**src/rtl/mem_arb_pkg.sv**
```systemverilog
// Shared definitions for the toggle-handshake memory arbiter: default sizes and FSM states.
package mem_arb_pkg;

    localparam int DEF_NPORT = 2;
    localparam int DEF_AW    = 25;
    localparam int DEF_DW    = 32;
    localparam int DEF_BW    = 4;

    typedef enum logic [1:0] {
        IDLE,
        ISSUE,
        WAIT_ACK,
        RDATA
    } arb_state_t;

endpackage

```
**src/rtl/mem_port_slot.sv**
```systemverilog
// One-entry command latch for a single CPU-side port; busy is simply "slot full".
module mem_port_slot
    import mem_arb_pkg::*;
#(
    parameter int AW = DEF_AW,
    parameter int DW = DEF_DW,
    parameter int BW = DEF_BW
) (
    input  logic            clk,
    input  logic            resetn,
    input  logic            rd,
    input  logic            we,
    input  logic [AW-1:0]   addr,
    input  logic [DW-1:0]   din,
    input  logic [DW/8-1:0] be,
    input  logic [BW-1:0]   burst,
    input  logic            free,
    output logic            full,
    output logic            cmd_wr,
    output logic [AW-1:0]   cmd_addr,
    output logic [DW-1:0]   cmd_din,
    output logic [DW/8-1:0] cmd_be,
    output logic [BW-1:0]   cmd_burst
);

    logic accept;

    assign accept = (rd | we) & ~full;

    // Burst is normalised on capture: writes are single-beat and a zero burst means one beat.
    always_ff @(posedge clk) begin
        if (!resetn) begin
            full      <= 1'b0;
            cmd_wr    <= 1'b0;
            cmd_addr  <= '0;
            cmd_din   <= '0;
            cmd_be    <= '0;
            cmd_burst <= '0;
        end else begin
            if (free) begin
                full <= 1'b0;
            end else if (accept) begin
                full <= 1'b1;
            end
            if (accept) begin
                cmd_wr    <= we;
                cmd_addr  <= addr;
                cmd_din   <= din;
                cmd_be    <= be;
                cmd_burst <= (we || burst == '0) ? BW'(1) : burst;
            end
        end
    end

endmodule

```
**src/rtl/mem_toggle_arbiter.sv**
```systemverilog
// Round-robin arbiter from NPORT command slots onto one toggle-handshake memory backend,
// with a registered read-data return path.
module mem_toggle_arbiter
    import mem_arb_pkg::*;
#(
    parameter int NPORT = DEF_NPORT,
    parameter int AW    = DEF_AW,
    parameter int DW    = DEF_DW,
    parameter int BW    = DEF_BW
) (
    input  logic                       clk,
    input  logic                       resetn,
    input  logic [NPORT-1:0]           p_rd,
    input  logic [NPORT-1:0]           p_we,
    input  logic [NPORT-1:0][AW-1:0]   p_addr,
    input  logic [NPORT-1:0][DW-1:0]   p_din,
    input  logic [NPORT-1:0][DW/8-1:0] p_be,
    input  logic [NPORT-1:0][BW-1:0]   p_burst,
    output logic [NPORT-1:0]           p_busy,
    output logic [DW-1:0]              p_dout,
    output logic [NPORT-1:0]           p_dout_ready,
    output logic                       req,
    output logic                       wr,
    output logic [AW-1:0]              addr,
    output logic [DW-1:0]              din,
    output logic [DW/8-1:0]            be,
    output logic [BW-1:0]              burst_cnt,
    input  logic                       ack,
    input  logic [DW-1:0]              dout,
    input  logic                       ready
);

    localparam int PW = (NPORT > 1) ? $clog2(NPORT) : 1;

    arb_state_t state, state_nxt;

    logic [PW-1:0] grant;
    logic [PW-1:0] pick;
    logic [PW-1:0] cand;
    logic          pick_valid;
    logic [BW-1:0] beat_cnt;
    logic          ack_match;
    logic          rd_active;
    logic          beat;
    logic          done;

    logic [NPORT-1:0]           slot_full;
    logic [NPORT-1:0]           slot_free;
    logic [NPORT-1:0]           slot_wr;
    logic [NPORT-1:0][AW-1:0]   slot_addr;
    logic [NPORT-1:0][DW-1:0]   slot_din;
    logic [NPORT-1:0][DW/8-1:0] slot_be;
    logic [NPORT-1:0][BW-1:0]   slot_burst;

    for (genvar i = 0; i < NPORT; i++) begin : g_slot
        mem_port_slot #(
            .AW(AW),
            .DW(DW),
            .BW(BW)
        ) u_slot (
            .clk      (clk),
            .resetn   (resetn),
            .rd       (p_rd[i]),
            .we       (p_we[i]),
            .addr     (p_addr[i]),
            .din      (p_din[i]),
            .be       (p_be[i]),
            .burst    (p_burst[i]),
            .free     (slot_free[i]),
            .full     (slot_full[i]),
            .cmd_wr   (slot_wr[i]),
            .cmd_addr (slot_addr[i]),
            .cmd_din  (slot_din[i]),
            .cmd_be   (slot_be[i]),
            .cmd_burst(slot_burst[i])
        );
    end

    assign p_busy    = slot_full;
    assign ack_match = (ack == req);

    // Scan downwards so the nearest full slot after the last grant is the one that sticks.
    always_comb begin
        pick       = grant;
        pick_valid = 1'b0;
        cand       = '0;
        for (int k = NPORT; k >= 1; k--) begin
            cand = PW'((int'(grant) + k) % NPORT);
            if (slot_full[cand]) begin
                pick       = cand;
                pick_valid = 1'b1;
            end
        end
    end

    always_ff @(posedge clk) begin
        if (!resetn) begin
            state <= IDLE;
        end else begin
            state <= state_nxt;
        end
    end

    always_comb begin
        state_nxt = state;
        case (state)
            IDLE:     if (pick_valid) state_nxt = ISSUE;
            ISSUE:    state_nxt = WAIT_ACK;
            WAIT_ACK: if (ack_match) state_nxt = wr ? IDLE : RDATA;
            RDATA:    if (beat_cnt == burst_cnt) state_nxt = IDLE;
            default:  state_nxt = IDLE;
        endcase
    end

    // Beats are accepted as soon as the request is out, since ready may beat the ack back.
    always_comb begin
        rd_active = ((state == WAIT_ACK) || (state == RDATA)) && !wr;
        beat      = rd_active && ready && (beat_cnt < burst_cnt);
        done      = ((state == WAIT_ACK) && ack_match && wr) ||
                    ((state == RDATA) && (beat_cnt == burst_cnt));
        slot_free = '0;
        if (done) begin
            slot_free[grant] = 1'b1;
        end
    end

    // grant doubles as the round-robin pointer; loading req from ack re-syncs the handshake.
    always_ff @(posedge clk) begin
        if (!resetn) begin
            req          <= ack;
            grant        <= PW'(NPORT - 1);
            beat_cnt     <= '0;
            wr           <= 1'b0;
            addr         <= '0;
            din          <= '0;
            be           <= '0;
            burst_cnt    <= '0;
            p_dout       <= '0;
            p_dout_ready <= '0;
        end else begin
            p_dout_ready <= '0;
            if ((state == IDLE) && pick_valid) begin
                grant     <= pick;
                wr        <= slot_wr[pick];
                addr      <= slot_addr[pick];
                din       <= slot_din[pick];
                be        <= slot_be[pick];
                burst_cnt <= slot_burst[pick];
            end
            if (state == ISSUE) begin
                req      <= ~req;
                beat_cnt <= '0;
            end
            if (beat) begin
                beat_cnt            <= beat_cnt + BW'(1);
                p_dout              <= dout;
                p_dout_ready[grant] <= 1'b1;
            end
        end
    end

endmodule

```
**config.mk**
```make
export PLATFORM = sky130hd
export DESIGN_NAME = mem_toggle_arbiter
export DESIGN_NICKNAME = d
export VERILOG_FILES = /design/src/rtl/mem_arb_pkg.sv /design/src/rtl/mem_port_slot.sv /design/src/rtl/mem_toggle_arbiter.sv
export SDC_FILE = /design/constraint.sdc
export NUM_CORES = 1
export LEC_CHECK = 0
export ABC_AREA = 0
export CORE_MARGIN = 1.5
export CORE_UTILIZATION = 43
export CTS_BUF_LIST = sky130_fd_sc_hd__clkbuf_8 sky130_fd_sc_hd__clkbuf_16
export DETAILED_ROUTE_END_ITERATION = 16
export GPL_TIMING_DRIVEN = 0
export PLACE_DENSITY = 0.75
export SETUP_SLACK_MARGIN = 0.02
export SLEW_MARGIN = 5
export SYNTH_ARGS = -nofsm -noshare
export SYNTH_HDL_FRONTEND = slang
export SYNTH_SLANG_ARGS = --single-unit
```
**constraint.sdc**
```tcl
create_clock -name clk -period 1.9 [get_ports clk]
set_input_delay 0.475 -clock clk [delete_from_list [all_inputs] [get_ports clk]]
set_output_delay 0.475 -clock clk [all_outputs]
set_load 0.03 [all_outputs]
```
==> metrics <==
status=finished, final reports clean; vias per cell=5.21; worst ir drop on vdd=0.000647 V; final design area excluding fillers=13300 µm²; I/O pins=273; PortBufs=270; die width=151 µm; Buf/Inv on CP=2; total routing usage reported by global routing=24.7%; post-synth top area cell=dfxtp_1; PwrDens=1070 nW/µm²; Crit path depth=2; number of max-cap violations=0; sequential fraction of the synthesis area=51.6%; Rows=53; CTS root buffer=clkbuf_16; CORE AREA=21200 µm²; largest net degree at the start of global routing=14; r2r worst-path depth=7; Vias=8846; die height=151 µm; DR pass1 iterations=5; top-area cell type share of the netlist area=51.3%; CP Class=reg2out; Initial DRC Count=346; initial antenna violation count=4; Synth area leaders=dfxtp_1 (51%), nand2_1 (10%), a21oi_1 (8.8%); dpl cells=1644; most frequent cells in the layout=nand2_1 (257), dfxtp_1 (241), clkdlybuf4s50_1 (167); Slew Limit Fails=0; worst-path maximum fanout=2; syn_nets=1274; Clock Path Buffers=3; worst-path cell chain=buf_4, dlygate4sd2_1; antenna-violating nets left=0; Max Clock Freq=544 MHz; Crit path required time=1.42 ns; delay-heaviest family, CP=buffers and inverters; Layout area overhead=41.3%; post-synthesis instance total=1099; gpl congestion=0.868; number of global-route vias before repair=8434; min cycle time layout=1.84 ns; mean post-synth cell area=8.56 µm²; min-delay worst type=in2reg; DRC=0; Final Cycle Share=96.8%; placed inst area=12400 µm²; Leak=5.52 nW; synthesized cell area=9400 µm²; Final Hold Viols=0; hold path cells=3; CP endpoint kind=output pin; crit path launch type=flip-flop; Overflow after GRT=0; hold bufs inserted after CTS=0; Yosys cell types=41; CTS Sinks=242; drt total wl=29.1 mm; worst stage delay on the critical path=0.42 ns; CTS tree=yes; #FFs+latches synth=242; global-route wire length before repair=43.7 mm; most common cell after layout, fill and taps aside=nand2_1; die area=22800 µm²; non-filler cells, final=1697; Final setup viols=0; H-tree depth=1; CTS buffer count=25; Slew @ Worst Pin=0.619 ns; Max-slew headroom=58.7%; clk slew on worst S/H paths=0.06 ns; Initial Utilization=44.3%; CP max-delay cell=dlygate4sd2_1; Worst EP arrival=1.36 ns; Worst-Skew Late Latency=0.53 ns; layout cells sized above 1=8.76%; Fin Clk Skew=0.0101 ns; unrepaired setup endpoints after global routing=true; WL/cell=17.1 µm; Nets=1575; synth warn=0; HPWL after detailed placement=21.5 mm
[registers in the layout, summed over array words and instances, names as in the netlist]
name and cells:
g_slot.u_slot.cmd_din 64, g_slot.u_slot.cmd_addr 50, din 32, p_dout 32, addr 25, g_slot.u_slot.cmd_be 8, g_slot.u_slot.cmd_burst 8, be 4
beat_cnt 4, burst_cnt 4, g_slot.u_slot.cmd_wr 2, g_slot.u_slot.full 2, p_dout_ready 2, state 2, grant 1, req 1
wr 1
[power breakdown]
group	internal (W)	switching, W	total, W
clock	0.00294	0.00196	0.00490
sequential	0.00557	0.000280	0.00584
combinational	0.00133	0.00212	0.00345
[kinds of logic after synthesis]
family                     share of synthesized area (%)
and+or+nand+nor                                     17.1
AOI/OAI and AO/OA                                   18.2
DFF                                                 51.6
buffers and inverters                               4.86
muxes                                               7.49
adders and majority gates                          0.665
xor gates and xnor gates                          0.0932
[routing by layer]
metal	part of all wire (%)	track usage, %
met2	48	42.4
met3	7.1	4.46
met5	0.045	0
met4	3.2	9.13
met1	42	30.9
[metrics by stage]
stage / power, W / utilization [%] / hold WS, ns / setup WS (ns) / TNS (ns)
final: 0.0142 / 62.6 / 0.325 / 0.0616 / 0
after global routing: 0.0148 / 62.6 / 0.350 / 0.0165 / 0
after CTS: 0.0142 / 62.2 / 0.313 / 0.0217 / 0
after detailed placement: 0.00949 / 58.7 / 0.446 / -0.756 / -102.23
after global placement: 0.00944 / 58.7 / 0.441 / -0.733 / -97.96
after floorplan: 0.00798 / - / 0.432 / 0.0319 / 0
[path summary, 6_finish.rpt]
check                                              startpoint                            end  slack [ns]
worst max-delay path                    g_slot[1].u_slot.full                      p_busy[1]        0.06
worst min-delay path                                  p_we[0]        g_slot[0].u_slot.cmd_wr        0.33
worst max register to register                   burst_cnt[1]                     p_dout[20]        0.11
worst min register to register  g_slot[1].u_slot.cmd_addr[17]  g_slot[1].u_slot.cmd_addr[17]        0.45
[final cells by class]
type | instances | area [µm²]
sequential | 242 | 4850
clock buffer | 29 | 681
tap | 275 | 344
buffer | 92 | 489
fill | 1873 | 7930
clock inverter | 14 | 139
antenna | 6 | 15.0
inverter | 9 | 33.8
timing repair buffer | 275 | 2610
multi-input combinational | 755 | 4120
[Yosys cell counts (all sizes together)]
| cell | count |
|---|---|
| o2111ai | 1 |
| a211oi | 66 |
| o211ai | 1 |
| and4 | 1 |
| nor2b | 3 |
| nor3b | 3 |
| o21ba | 1 |
| o221ai | 1 |
| ha | 5 |
| o21bai | 2 |
| a22o | 1 |
| o22ai | 1 |
| xnor2 | 1 |
| o21ai | 40 |
| mux2 | 1 |
| nor2 | 79 |
| dfxtp | 241 |
| a2bb2oi | 1 |
| nand3b | 3 |
| nand2 | 257 |
| clkbuf | 62 |
| a21oi | 166 |
| nand3 | 37 |
| nand4 | 2 |
| edfxtp | 1 |
| nand2b | 2 |
| a311oi | 2 |
| mux2i | 68 |
| inv | 9 |
| buf | 31 |
| nor3 | 10 |
[worst min-delay path, cell delays in order]
cell and delay, ns:
buf_2 0.16, mux2i_1 0.10, nor2_1 0.07
[timing repair]
action / CTS / global route
endpoints found under the hold margin: 0 / 0
setup buffers: 3 / 2
setup endpoints to repair: 258 / 121
resized for setup: 123 / 65
pin swaps: 1 / 2
(Power assumes the default switching activity.)
